### config.mk
export PLATFORM = sky130hd
export DESIGN_NAME = bnn_operand_loader
export DESIGN_NICKNAME = d
export VERILOG_FILES = /design/src/rtl/bnn_operand_loader.sv
export SDC_FILE = /design/constraint.sdc
export NUM_CORES = 1
export LEC_CHECK = 0
export CAP_MARGIN = 40
export CORE_UTILIZATION = 25
export DETAILED_ROUTE_END_ITERATION = 8
export HOLD_SLACK_MARGIN = 0.12
export SLEW_MARGIN = 20
export SYNTH_ARGS = -nofsm -noshare
export SYNTH_HDL_FRONTEND = slang
export SYNTH_SLANG_ARGS = --single-unit
export TNS_END_PERCENT = 50
### constraint.sdc
create_clock -name clk -period 3.1 [get_ports clk]
set_input_delay 0.62 -clock clk [delete_from_list [all_inputs] [get_ports clk]]
set_output_delay 0.62 -clock clk [all_outputs]
set_load 0.005 [all_outputs]
### src/rtl/bnn_operand_loader.sv
// Byte-stream operand loader for the BNN neuron: packs 8-bit bytes into 32-bit
// activation/weight words and hands each pair downstream with valid/ready.
module bnn_operand_loader #(
    parameter int WORDS = 4,
    parameter int IDXW  = (WORDS > 1) ? $clog2(WORDS) : 1
) (
    input  logic            clk,
    input  logic            rst_n,
    input  logic            flush,
    input  logic [7:0]      in_byte,
    input  logic            in_valid,
    output logic            in_ready,
    output logic [31:0]     input_data,
    output logic [31:0]     weight,
    output logic            out_valid,
    input  logic            out_ready,
    output logic            out_first,
    output logic            out_last,
    output logic [IDXW-1:0] word_idx
);

    typedef enum logic [1:0] {
        IDLE,
        LOAD_X,
        LOAD_W,
        PRESENT
    } state_t;

    localparam logic [IDXW-1:0] LAST_IDX = IDXW'(WORDS - 1);

    state_t          state, state_n;
    logic [1:0]      byte_cnt, byte_cnt_n;
    logic [31:0]     input_data_n, weight_n;
    logic            in_ready_n, out_valid_n, out_first_n, out_last_n;
    logic [IDXW-1:0] word_idx_n;
    logic            byte_xfer, out_xfer;

    assign byte_xfer = in_valid & in_ready;
    assign out_xfer  = out_valid & out_ready;

    // rst_n is active-high despite its name; it matches the rest of the chip.
    always_ff @(posedge clk or posedge rst_n) begin
        if (rst_n) begin
            state      <= IDLE;
            byte_cnt   <= 2'd0;
            input_data <= 32'd0;
            weight     <= 32'd0;
            in_ready   <= 1'b0;
            out_valid  <= 1'b0;
            out_first  <= 1'b0;
            out_last   <= 1'b0;
            word_idx   <= '0;
        end else begin
            state      <= state_n;
            byte_cnt   <= byte_cnt_n;
            input_data <= input_data_n;
            weight     <= weight_n;
            in_ready   <= in_ready_n;
            out_valid  <= out_valid_n;
            out_first  <= out_first_n;
            out_last   <= out_last_n;
            word_idx   <= word_idx_n;
        end
    end

    always_comb begin
        state_n      = state;
        byte_cnt_n   = byte_cnt;
        input_data_n = input_data;
        weight_n     = weight;
        in_ready_n   = in_ready;
        out_valid_n  = out_valid;
        out_first_n  = out_first;
        out_last_n   = out_last;
        word_idx_n   = word_idx;

        // flush wins over everything, including a byte or output transfer on the same edge.
        if (flush) begin
            state_n     = LOAD_X;
            in_ready_n  = 1'b1;
            out_valid_n = 1'b0;
            byte_cnt_n  = 2'd0;
            word_idx_n  = '0;
        end else begin
            case (state)
                IDLE: begin
                    state_n    = LOAD_X;
                    in_ready_n = 1'b1;
                    byte_cnt_n = 2'd0;
                end
                LOAD_X: begin
                    if (byte_xfer) begin
                        input_data_n[{byte_cnt, 3'b000} +: 8] = in_byte;
                        byte_cnt_n = byte_cnt + 2'd1;
                        if (byte_cnt == 2'd3) begin
                            state_n = LOAD_W;
                        end
                    end
                end
                LOAD_W: begin
                    if (byte_xfer) begin
                        weight_n[{byte_cnt, 3'b000} +: 8] = in_byte;
                        byte_cnt_n = byte_cnt + 2'd1;
                        if (byte_cnt == 2'd3) begin
                            in_ready_n  = 1'b0;
                            out_valid_n = 1'b1;
                            out_first_n = (word_idx == '0);
                            out_last_n  = (word_idx == LAST_IDX);
                            state_n     = PRESENT;
                        end
                    end
                end
                PRESENT: begin
                    if (out_xfer) begin
                        out_valid_n = 1'b0;
                        in_ready_n  = 1'b1;
                        state_n     = LOAD_X;
                        word_idx_n  = (word_idx == LAST_IDX) ? '0 : word_idx + IDXW'(1);
                    end
                end
                default: begin
                    state_n = IDLE;
                end
            endcase
        end
    end

endmodule

==> Word level (Yosys, flattened, before mapping) <==
Index checks and enable logic that the tools add are counted.
{ "word_totals": {"reg_bits": 74, "output_inout_bits": 70, "word_cells": 70} }
{ "classes": {"n_addsub": 3, "n_eq_ne": 11, "shift": 2, "n_mux": 26, "n_bitwise": 3, "n_reduce_logical": 16} }
{ "op_table": {"columns": ["operator", "count"], "rows": [
  ["$bwmux 32", 2],
  ["$shift 8x7->32 const A", 1],
  ["$shiftx 8x7->32", 1],
  ["$mux 2", 12],
  ["$ne 3x3->1 const B", 5],
  ["$reduce_and 4->1", 3],
  ["$eq 2x2->1 const B", 4],
  ["$mux 1", 8],
  ["$pmux 2 s4", 1],
  ["$neg 5->7", 1],
  ["$reduce_and 3->1", 2],
  ["$reduce_bool 3->1", 2],
  ["$reduce_and 5->1", 1],
  ["$add 2x1->2 const B", 2],
  ["$logic_not 2->1", 2],
  ["$pmux 2 s2", 1],
  ["$reduce_and 2->1", 2],
  ["$reduce_bool 2->1", 2],
  ["$reduce_bool 4->1", 1],
  ["$ne 3x1->1 const B", 1],
  ["$pmux 1 s3", 1],
  ["$and 1x1->1", 2],
  ["$eq 2x1->1 const B", 1],
  ["$pmux 1 s2", 1],
  ["other kinds (2)", 2]
]} }

==> Longest topological paths before layout <==
Gate-level depths: netlist (run 1).
{ "logic_depth": {"word_depth": 5, "mapped_depth": 6, "depth_no_buf": 5} }

==> Worst setup path before layout (run 1) <==
OpenSTA, ideal clock, no wires.
{ "synth_path": {"path_kind": "register to register", "from": "register byte_cnt[0]", "to": "register input_data[0]", "setup_time_ns": 0.125, "arrival_ns": 1.658, "setup_slack_ns": 1.317, "stages_incl_launch_ff": 6, "cell_sequence": "dfrtp_1 inv_1 ha_1 and4bb_2 and2_1 mux2_4"} }
{ "synth_via": {"elab_chain_len": 3, "word_cells_on_any_way": 4, "classes_between": "1 x add/sub; 2 x shift; 1 x mux"} }
{ "synth_lines": {"columns": ["item", "line_no", "rtl"], "rows": [
  ["start: declaration", "32", "logic [1:0] byte_cnt, byte_cnt_n;"],
  ["start signal: assignment", "55", "byte_cnt <= byte_cnt_n;"],
  ["$neg 5->7 *", "93", "input_data_n[{byte_cnt, 3'b000} +: 8] = in_byte;"],
  ["$shiftx 8x7->32 or $shift 8x7->32 (tied branches)", "93", null],
  ["$bwmux 32 *", "93", null],
  ["end signal: assignment", "56", "input_data <= input_data_n;"],
  ["end: declaration", "13", "output logic [31:0] input_data,"]
]} }
Every way passes the cells marked *; elsewhere a longest branch is shown, timed or not.
A chain may end at the register's enable or synchronous reset.

==> Final worst setup path (run 1) <==
{ "layout_path": {"from": "register byte_cnt[0]", "to": "register input_data[28]"} }
The elaborated chain is that of the path after synthesis.

==> results of run 1 <==
[cells in the final DEF (no fill, tap or decap), types with 4 or more instances in the layout]
cell / Yosys / layout
clkbuf_16: 0 / 9
nand2_1: 7 / 7
and2_1: 29 / 29
mux2_2: 41 / 41
nand3_1: 4 / 4
dfrtp_1: 74 / 74
clkdlybuf4s50_1: 0 / 82
mux2_4: 24 / 24
nand2_8: 4 / 4
inv_1: 9 / 8
nand2b_1: 4 / 4
ha_1: 13 / 13
[how the worst max path moves through the flow]
stage                start             end  slack (ns)  cells past startpoint
2_1_floorplan        rst_n     byte_cnt[0]        0.60                      1
3_3_place_gp         flush   input_data[8]        0.69                      5
3_5_place_dp         flush   input_data[7]        0.64                      5
4_1_cts        byte_cnt[0]  input_data[28]        0.87                      5
5_1_grt        byte_cnt[0]  input_data[28]        0.63                      5
6_report       byte_cnt[0]  input_data[28]        0.87                      5
[power by group through the flow]
stage	logic, mW	clock network (mW)	registers, mW
after global placement	0.944	0	1.19
final	0.953	1.05	1.17
after floorplan	0.684	0	1.16
after global routing	1.05	1.13	1.19
after detailed placement	0.961	0	1.19
after CTS	0.962	1.09	1.17
[cell families after synthesis]
family / count (synthesis) / synth area share [%]
flops: 74 / 52.08
compound gates: 10 / 2.147
fa+ha+maj: 13 / 4.574
mux: 69 / 24.28
buf+inv: 15 / 2.252
simple gates: 72 / 14.67
[final cells by class]
| type | count | area, sq um |
|---|---|---|
| Sequential cell | 74 | 1852 |
| Multi-Input combinational cell | 164 | 1624 |
| Clock buffer | 10 | 239.0 |
| Timing Repair Buffer | 85 | 868.3 |
| Tap cell | 180 | 225.2 |
| Inverter | 9 | 33.78 |
| Fill cell | 1355 | 8974 |
| Clock inverter | 6 | 65.06 |
[metal layers]
metal	vias up	wire length (microns)	track usage (%)	part of all wire, %
met5	-	0	0	0
met3	7	498	4.417	5.9
met2	71	4070	19.61	48
met1	1152	3786	15.60	45
met4	0	63	3.241	0.75
li1	1066	-	-	-
[state kept, by name, indices dropped and copies added (netlist names)]
signal	flops
byte_cnt	2
in_ready	1
input_data	32
out_first	1
out_last	1
out_valid	1
state	2
weight	32
word_idx	2
==> flow_summary_export.csv, run 1 <==
group,metric,value,unit
status,status,"completed",
route,avgViaCountPerCell,4.348,
setup_path,r2r-end,"input_data[28]",
cells_and_area,nets,369,
global_route,grtUsageTotal,12.27,%
route,dr_total_vias,2296,
power,p_clk_share,33.1,%
synth,avgSynthCellArea,14.05,sq um
synth,synth.largest_area_cell,"dfrtp_1",
route,routed_wl,8.418,mm
die,fp.dieArea,14700,sq um
timing,hold_viol_final,0,
die,placementRows,43,
route,drt_iter0_drc,117,
timing,grt_setup_unrepaired,"no",
synth,yosysUniqueCellTypes,36,
power,switching_share,30.23,%
clocking,cts_buffers,9,
setup_path,cp.arrival,2.50,ns
die,fp.dieW,121.3,microns
setup_path,cp.required,3.37,ns
power,total_power,3.175,mW
cells_and_area,layout-drive-gt1-share,27.87,%
timing,setup-violations-final,0,
cells_and_area,syn2layout_area_growth,38.00,%
power,comb_power_share,30.0,%
timing,setup_tns,0,ns
synth,ys_top_cells_by_area,"dfrtp_1 (52%), mux2_2 (13%), mux2_4 (10%)",
power,p_leak,2.292,nW
die,core-area,13880,sq um
setup_path,cp_max_fo,9,
timing,worst_pin_slew,0.6927,ns
clocking,cts-root-buf,"clkbuf_16",
timing,relSlewSlack,53.72,%
die,pin_count,83,
synth,syn_area,3556,sq um
setup_path,reg2regPathDepth,5,
setup_path,path_cells,"inv_1, ha_1, nor3b_1, and2_1, mux2_2",
route,wire_per_inst,15.94,microns
global_route,grt_overflow_total,0,
placed_design,io_buffers,82,
synth,synth_most_common_cell,"dfrtp_1",
power,p_switching,960.0,uW
synth,synth_async_sr_flop_share,100.0,%
route,drcViolationCount,0,
power,power-per-cell-area,647.1,nW/um^2
power,p_int,2.215,mW
cells_and_area,fin_util,35.35,%
clocking,cts_setup_buffers,0,
setup_path,crit_type,"reg -> reg",
timing,finClkSkew,0.008600,ns
clocking,cts_sinks,74,
synth,netlist_instances,253,
setup_path,crit_buf_inv,1,
route,dr.pass1.iters,4,
cells_and_area,n_antenna_cell,0,
die,initial_core_util,25.62,%
clocking,holdBufCountCts,0,
synth,ys_ff_latch,74,
route,antenna_left,0,
global_route,grt_pass1_wl,13.23,mm
global_route,antenna_found_initial,0,
placed_design,dpl.cell_count,511,
synth,synth_flop_cell,"dfrtp_1",
timing,hold_ws,0.4685,ns
placed_design,gp_congestion,0.8138,
synth,yosysSeqAreaShare,52.08,%
global_route,grt_pass1_vias,2347,
placed_design,dp_slack,0.6438,ns
synth,synth.cells.most_frequent,"dfrtp_1 (74), mux2_2 (41), and2_1 (29)",
cells_and_area,layout.cells.non_filler,528,
job,drv_cap,0,
clocking,clock_latency,0.34,ns
clocking,cts.clk_slew.worst_paths,0.06,ns
synth,synth_enable_flop_cells,0,
timing,final.min_clock_period,2.232,ns
clocking,post_cts_resized,0,
setup_path,cpMaxStageDelayCell,"nor3b_1",
global_route,grt_max_degree,41,
setup_path,crit_path_end_kind,"register",
setup_path,max_stage_delay,0.65,ns
setup_path,rrSetupSlack,0.87,ns
cells_and_area,design_area,4907,sq um
setup_path,setup.worst_path.start_class,"register",
placed_design,hpwlAfterDp,6.286,mm
power,p_seq_share,36.9,%
timing,final.setup.worst_slack,0.8684,ns
power,peakVddDrop,0.0003678,V
synth,syn_nets,279,
clocking,cts_tree,"yes",
timing,finalMaxSlewViolations,0,
placed_design,placed_area,4583,sq um
timing,period_share,71.99,%
timing,fmax,448.1,MHz
clocking,h-tree-depth,3,
clocking,cts_buffer_depth,2,
synth,ys_warn_count,0,
hold_path,hold_class,"in -> async",
setup_path,r2r_start,"byte_cnt[0]",
setup_path,path_delay_family,"simple AND/OR/NAND/NOR gates",
synth,synth_top_cell_area_share,52.08,%
die,fp.dieH,121.3,microns
(Power assumes the default switching activity.)
==> inputs of run 2 (changes only) <==
Clock period 3.1 ns to 2.2 ns, I/O delays scaled along.
==> run 2 against run 1 <==
Non-clock buffer count is 4 higher. Critical endpoint is now input_data[26]. Largest power group is now the clock network. Clock-buffer cell count is 2 higher. Total power is 48% higher. Critical path depth stayed put. Clock skew is 0.0027 ns lower. Clock power is 58% higher. Worst hold slack better by 0.036 ns. Register-to-register slack worse by 0.62 ns.
==> flow_summary_export.csv, run 2 (synthesis results as in run 1) <==
group,metric,value,unit
status,status,"completed",
route,dr_total_vias,2319,
route,wire_per_inst,16.05,microns
clocking,cts_setup_buffers,0,
cells_and_area,design_area,4976,sq um
power,peakVddDrop,0.0003675,V
timing,setup-violations-final,0,
timing,period_share,88.82,%
route,drcViolationCount,0,
route,avgViaCountPerCell,4.359,
setup_path,crit_path_end_kind,"register",
cells_and_area,n_antenna_cell,0,
timing,grt_setup_unrepaired,"no",
setup_path,cp.required,2.48,ns
hold_path,hold_class,"reg -> reg",
clocking,holdBufCountCts,0,
timing,setup_tns,0,ns
route,drt_iter0_drc,108,
global_route,grtUsageTotal,12.51,%
clocking,cts_tree,"yes",
cells_and_area,final_common_cell,"clkdlybuf4s50_1",
clocking,cts_buffers,9,
setup_path,crit_type,"reg -> reg",
setup_path,cp_max_fo,7,
timing,final.min_clock_period,1.954,ns
timing,hold_viol_final,0,
power,p_clk_share,35.2,%
route,antenna_left,0,
global_route,grt_pass1_vias,2349,
power,p_leak,2.323,nW
power,power-per-cell-area,946.8,nW/um^2
die,fp.dieArea,14700,sq um
placed_design,io_buffers,82,
timing,relSlewSlack,51.86,%
timing,hold_ws,0.5044,ns
cells_and_area,reg_top3,"input_data (32), weight (32)",
setup_path,cp.arrival,2.23,ns
route,dr.pass1.iters,4,
timing,fmax,511.7,MHz
power,p_seq_share,34.4,%
clocking,cts.clk_slew.worst_paths,0.06,ns
setup_path,max_stage_delay,0.63,ns
cells_and_area,layout_common_cells,"clkdlybuf4s50_1 (82), dfrtp_1 (74), mux2_2 (41), and2_1 (29), mux2_4 (24)",
global_route,grt_pass1_wl,13.30,mm
die,fp.dieW,121.3,microns
timing,finalMaxSlewViolations,0,
setup_path,path_delay_family,"simple AND/OR/NAND/NOR gates",
clocking,h-tree-depth,3,
setup_path,cpMaxStageDelayCell,"nor3b_1",
die,pin_count,83,
die,core-area,13880,sq um
setup_path,crit_buf_inv,1,
cells_and_area,layout-drive-gt1-share,28.69,%
power,switching_share,29.11,%
cells_and_area,syn2layout_area_growth,39.94,%
power,comb_power_share,30.4,%
die,initial_core_util,25.62,%
setup_path,setup.worst_path.start_class,"register",
global_route,grt_max_degree,75,
clocking,cts-root-buf,"clkbuf_16",
clocking,post_cts_resized,0,
cells_and_area,nets,373,
die,fp.dieH,121.3,microns
placed_design,hpwlAfterDp,6.174,mm
clocking,cts_buffer_depth,2,
timing,worst_pin_slew,0.7205,ns
global_route,antenna_found_initial,0,
power,p_int,3.340,mW
power,p_switching,1.371,mW
clocking,clock_latency,0.34,ns
cells_and_area,fin_util,35.85,%
timing,finClkSkew,0.005892,ns
placed_design,gp_congestion,0.8144,
clocking,cts_sinks,74,
global_route,grt_overflow_total,0,
die,placementRows,43,
route,routed_wl,8.537,mm
setup_path,path_cells,"inv_1, ha_1, nor3b_1, and2_1, mux2_2",
job,drv_cap,0,
placed_design,placed_area,4637,sq um
[run 2: path summary, 6_finish.rpt]
path	startpoint	to	slack (ns)	depth (start not counted)
min in group asynchronous	rst_n	input_data[17]	0.57	3
hold reg to reg	weight[10]	weight[10]	0.50	1
setup reg to reg	byte_cnt[1]	input_data[26]	0.25	5
setup / recovery	byte_cnt[1]	input_data[26]	0.25	5
hold / removal	weight[10]	weight[10]	0.50	1
max in group asynchronous	rst_n	input_data[2]	1.32	3
[run 2: final cells by class]
type / instances / area, sq um
fillers: 1351 / 8905
flip-flops and latches: 74 / 1852
multi-input cells: 164 / 1624
repair buffers: 89 / 898.4
clock buffers: 12 / 266.5
well taps: 180 / 225.2
clock inverters: 4 / 72.57
inverters: 9 / 37.54
[run 2: power groups by stage]
stage	Combinational [mW]	Clock, mW	Sequential (mW)
5_1_grt	1.58	1.76	1.64
6_report	1.43	1.66	1.62
3_3_place_gp	1.42	0	1.64
4_1_cts	1.45	1.70	1.63
3_5_place_dp	1.44	0	1.65
2_1_floorplan	0.964	0	1.63
[run 2: routing by layer]
layer  track usage, %  share of wire (%)
met5                0                  0
met4            4.861                1.3
met3            3.430                4.4
met2            19.57                 48
met1            16.32                 46
[run 2: stage by stage]
stage	std cells	power [mW]	setup slack, ns
4_1_cts	532	4.782	0.1942
6_report	532	4.711	0.2459
3_3_place_gp	516	3.056	0.1358
2_1_floorplan	253	2.591	0.4172
3_5_place_dp	516	3.093	0.09429
5_1_grt	532	4.977	0.03996
